==> config.mk <==
export PLATFORM = sky130hd
export DESIGN_NAME = prm_oblgc_sched
export DESIGN_NICKNAME = d
export VERILOG_FILES = /design/src/rtl/prm_oblgc_sched.sv
export SDC_FILE = /design/constraint.sdc
export NUM_CORES = 1
export LEC_CHECK = 0
export BUFFER_PORTS_ARGS = -buffer_cell sky130_fd_sc_hd__buf_2
export CAP_MARGIN = 15
export CORE_MARGIN = 10
export CORE_UTILIZATION = 48
export DETAILED_ROUTE_END_ITERATION = 10
export GPL_ROUTABILITY_DRIVEN = 0
export GPL_TIMING_DRIVEN = 0
export PLACE_DENSITY = 0.8
export SYNTH_ARGS = -nofsm -noshare
export SYNTH_HDL_FRONTEND = slang
export SYNTH_SLANG_ARGS = --single-unit
export TNS_END_PERCENT = 30
==> constraint.sdc <==
create_clock -name CLK -period 2.55 [get_ports CLK]
set_input_delay 0.51 -clock CLK [delete_from_list [all_inputs] [get_ports CLK]]
set_output_delay 0.51 -clock CLK [all_outputs]
set_load 0.01 [all_outputs]
==> src/rtl/prm_oblgc_sched.sv <==
// Scheduler for a bank of PRM obstacle-logic checkers: streams voxel codes
// to the bank and OR-accumulates returned edge masks per query.
module prm_oblgc_sched #(
   parameter int CODE_W   = 15,
   parameter int NUM_EDGE = 64,
   parameter int CNT_W    = 16
) (
   input  logic                CLK,
   input  logic                RST_n,
   input  logic                abort,
   input  logic                obs_valid,
   output logic                obs_ready,
   input  logic [CODE_W-1:0]   obs_code,
   input  logic                obs_last,
   output logic [CODE_W-1:0]   chk_code,
   input  logic [NUM_EDGE-1:0] chk_mask,
   output logic                mask_valid,
   input  logic                mask_ready,
   output logic [NUM_EDGE-1:0] mask_out,
   output logic                all_blocked,
   output logic [CNT_W-1:0]    voxel_cnt,
   output logic                busy
);

   typedef enum logic [1:0] {
      ACC   = 2'd0,
      DRAIN = 2'd1,
      OUT   = 2'd2
   } state_e;

   state_e              state_q, state_d;
   logic [NUM_EDGE-1:0] acc_q, acc_d;
   logic                all_blk_q, all_blk_d;
   logic                s1_v_q, s1_v_d;
   logic                s1_last_q, s1_last_d;
   logic [CODE_W-1:0]   code_q, code_d;
   logic [CNT_W-1:0]    cnt_q, cnt_d;

   logic [NUM_EDGE-1:0] acc_fold;
   logic                accept;

   always_ff @(posedge CLK or negedge RST_n) begin
      if (!RST_n) begin
         state_q   <= ACC;
         acc_q     <= '0;
         all_blk_q <= 1'b0;
         s1_v_q    <= 1'b0;
         s1_last_q <= 1'b0;
         code_q    <= '0;
         cnt_q     <= '0;
      end else begin
         state_q   <= state_d;
         acc_q     <= acc_d;
         all_blk_q <= all_blk_d;
         s1_v_q    <= s1_v_d;
         s1_last_q <= s1_last_d;
         code_q    <= code_d;
         cnt_q     <= cnt_d;
      end
   end

   assign obs_ready = (state_q == ACC);
   assign accept    = obs_valid & obs_ready;
   assign acc_fold  = s1_v_q ? (acc_q | chk_mask) : acc_q;

   always_comb begin
      state_d   = state_q;
      acc_d     = acc_fold;
      s1_v_d    = 1'b0;
      s1_last_d = s1_last_q;
      code_d    = code_q;
      cnt_d     = cnt_q;
      unique case (state_q)
         ACC: begin
            if (accept) begin
               cnt_d = (&cnt_q) ? cnt_q : cnt_q + CNT_W'(1);
               // once the fold saturates, further checks cannot change acc
               if (!(&acc_fold)) begin
                  code_d    = obs_code;
                  s1_v_d    = 1'b1;
                  s1_last_d = obs_last;
               end
               if (obs_last) state_d = DRAIN;
            end
         end
         DRAIN: state_d = OUT;
         OUT: begin
            if (mask_ready) begin
               state_d = ACC;
               acc_d   = '0;
               cnt_d   = '0;
            end
         end
         default: state_d = ACC;
      endcase
      if (abort) begin
         state_d   = ACC;
         acc_d     = '0;
         s1_v_d    = 1'b0;
         s1_last_d = 1'b0;
         code_d    = code_q;
         cnt_d     = '0;
      end
      all_blk_d = &acc_d;
   end

   assign chk_code    = code_q;
   assign mask_valid  = (state_q == OUT);
   assign mask_out    = acc_q;
   assign all_blocked = all_blk_q;
   assign voxel_cnt   = cnt_q;
   assign busy        = (state_q != ACC) | (|acc_q) | s1_v_q;

endmodule

==> metrics <==
DIE AREA 13,370 µm²; largest net degree at the start of global routing 59; Syn Std Cell Area about 4400 µm²; Syn Nets approximately 520; ys flop type dfrtp_1; Synth Instances around 440; largest area contributor in the netlist dfrtp_1; Pre-antenna DRT Iters 5; fin. max-slew vios 0; top cells by area, synth dfrtp_1 (56%), nor2_1 (8.3%), a21oi_1 (7.6%); Worst Setup Start Kind flip-flop; RSZ-0062 raised after global routing true; die height between 100 and 150 µm; outcome finished clean; Max IR drop VDD 0.0003510 V; switching portion of total power around 30%; synthesized flop and latch total a little under 100; final setup fails 0; overall routing resource usage about a quarter; via/cell ratio 6.212; total gr overflow 0; Residual DRC 0; routed len/inst 22.05 µm; Int Pwr roughly 2.4 mW; Async S/R FF share, synth 100.0%; Setup WS post-layout 0.02267 ns; vias in the first global route 4,534; final hold viol count 0; first-pass GRT wire length 25,010 µm; overall die width 115.6 µm; # Max-Cap Violations 0; DP Wirelength 12,730 µm; Filler Cells Inserted about 730; top cell type's share of synthesized area 56.43%; CTS Buf Count 9; critical path capture point type flip-flop; skew final 0.01281 ns; Post-DRT Antenna Nets 0; Initial Util 49.86%; layout cells sized above 1 35.58%; hold buffers post-CTS 0; row count 34; maximum fanout along the worst path 10; Data arrival, critical path 2.77 ns; worst hold margin roughly 0.12 ns; Slew headroom 55.81%; Multi-input gate area approximately 1900 µm²; crit path kind flip-flop to flip-flop; sequential cell area 2481 µm²; via count 4,640; CORE AREA approximately 8800 µm²; final net count 719; H-tree Lvls 3; CTS root buf clkbuf_8; Total Wirelength 16,470 µm; warnings from Yosys 0; Comb power frac 17.9%; Sink Count 99; syn avg cell area 10.02 µm²; Clk pwr share 29.9%; Seq/Total Area, Yosys 56.43%; NetSw 1.018 mW; CP required 2.80 ns; Ports around 180; fin crit share 99.11%; area delta synth->final 30.12%; Synth cell types 35; PD cells 602.0 nW/µm²; Placement Setup Slack 0.09274 ns; antenna violations before repair 1; clock latency at the later pin of the worst-skew pair around 0.36 ns; sequential cell fraction of total power 52.2%; Post-synth EDFFs 0; hold crit path type input port to async pin; CTS clk-pin slew, worst paths 0.10 ns; TritonCTS clock tree built; min cycle time layout 2.527 ns; Clock Path Buffers 2; DR iter-0 viols 604; PortBufs 183; worst slew pin tran ~0.66 ns; f_max 395.7 MHz; leakage roughly 2.8 nW
metal layers:
metal	GRT usage (%)	vias to the layer above	share of wire, %
met4	9.508	0	3.3
met1	30.38	2236	37
met3	6.563	53	12
li1	-	2009	-
met2	38.37	342	47
met5	0	-	0
kinds of logic (layout without fill, tap and decap cells):
group / Yosys count / count (layout) / share of synthesized area [%]
buffers and inverters: 19 / 219 / 1.795
other: 0 / 1 / 0
AO/OA/AOI/OAI: 122 / 122 / 16.33
flip-flops: 99 / 99 / 56.43
adder cells (fa/ha/maj): 1 / 1 / 0.2849
XOR/XNOR: 8 / 8 / 1.596
AND/OR/NAND/NOR: 172 / 172 / 18.50
multiplexers: 17 / 17 / 5.073
cell type report:
class	count	share of cell area, %
Inverter	2	0.1314
Sequential cell	99	43.43
Timing Repair Buffer	184	16.56
Clock buffer	12	2.541
Antenna cell	1	0.04380
Buffer	17	1.248
Clock inverter	4	0.8760
Tap cell	108	2.365
Multi-Input combinational cell	320	32.81
through the flow:
stage               TNS [ns]  cells  utilization [%]  area, µm²  power (mW)
floorplan                  0    438                -       4390       2.083
global placement           0    729            61.79       5441       2.394
detailed placement         0    730            62.13       5472       2.423
CTS                        0    746            64.52       5682       3.431
global route        -0.01532    747            64.88       5713       3.573
finish                     0    747            64.88       5713       3.439
cell usage after synthesis (2+ instances only):
library cell and n:
dfrtp_1 99, nor2_1 97, a21oi_1 67, o22ai_1 31
nand4_1 23, nor4_1 23, clkbuf_1 11, o21ai_0 11
mux2_4 9, xor2_1 8, and3_1 6, mux2_2 6
nand2_1 6, o2111ai_1 6, buf_1 5, nand3_1 5
nand2b_1 3, or3_1 3, inv_1 2, mux2i_1 2
repair_timing:
action,4_1_cts,5_1_grt
setup buffers,0,0
gates resized for setup,2,7
pin swaps,0,2
setup endpoints to repair,1,12
power by group through the flow:
stage	combinational [mW]	sequential, mW	clock, mW
after floorplan	0.245	1.84	0
after global placement	0.584	1.81	0
after detailed placement	0.607	1.82	0
after CTS	0.611	1.79	1.03
after global routing	0.668	1.81	1.09
final	0.616	1.80	1.03
critical path, stage by stage (launching register included):
cell and delay [ns]:
dfrtp_1 0.53, nand4_1 0.17, nor4_1 0.37, nand3_1 0.20, a2111oi_4 0.45, a21oi_2 0.20
buf_6 0.20, mux2_4 0.30
cell usage in the layout, fill, tap and decap left out, types with 2 or more instances in the layout:
cell and count:
a21oi_1 67, and3_1 6, buf_1 5, buf_2 182
clkbuf_1 13, clkbuf_8 10, clkinvlp_4 2, dfrtp_1 96
dfrtp_2 3, inv_1 2, mux2_2 6, mux2_4 9
mux2i_1 2, nand2_1 6, nand2b_1 3, nand3_1 5
nand4_1 23, nor2_1 97, nor4_1 18, nor4_2 4
o2111ai_1 6, o21ai_0 11, o22ai_1 31, or3_1 3
xor2_1 8
final timing paths:
kind	start	slack, ns	cells after the start	to
worst max register to register	mask_out[59]	0.02	7	chk_code[5]
worst min register to register	chk_code[0]	0.51	1	chk_code[0]
worst min-delay path	RST_n	0.12	1	mask_out[18]
min in group CLK	obs_last	0.34	3	state_q[0]
worst max-delay path	mask_out[59]	0.02	7	chk_code[5]
max in group asynchronous	RST_n	1.75	2	state_q[0]
registers in the layout (all words and copies together), names as in the netlist:
name,cells
s1_v_q,1
all_blocked,1
voxel_cnt,16
mask_out,64
chk_code,15
state_q,2
Power figures use the tool's default switching activity.
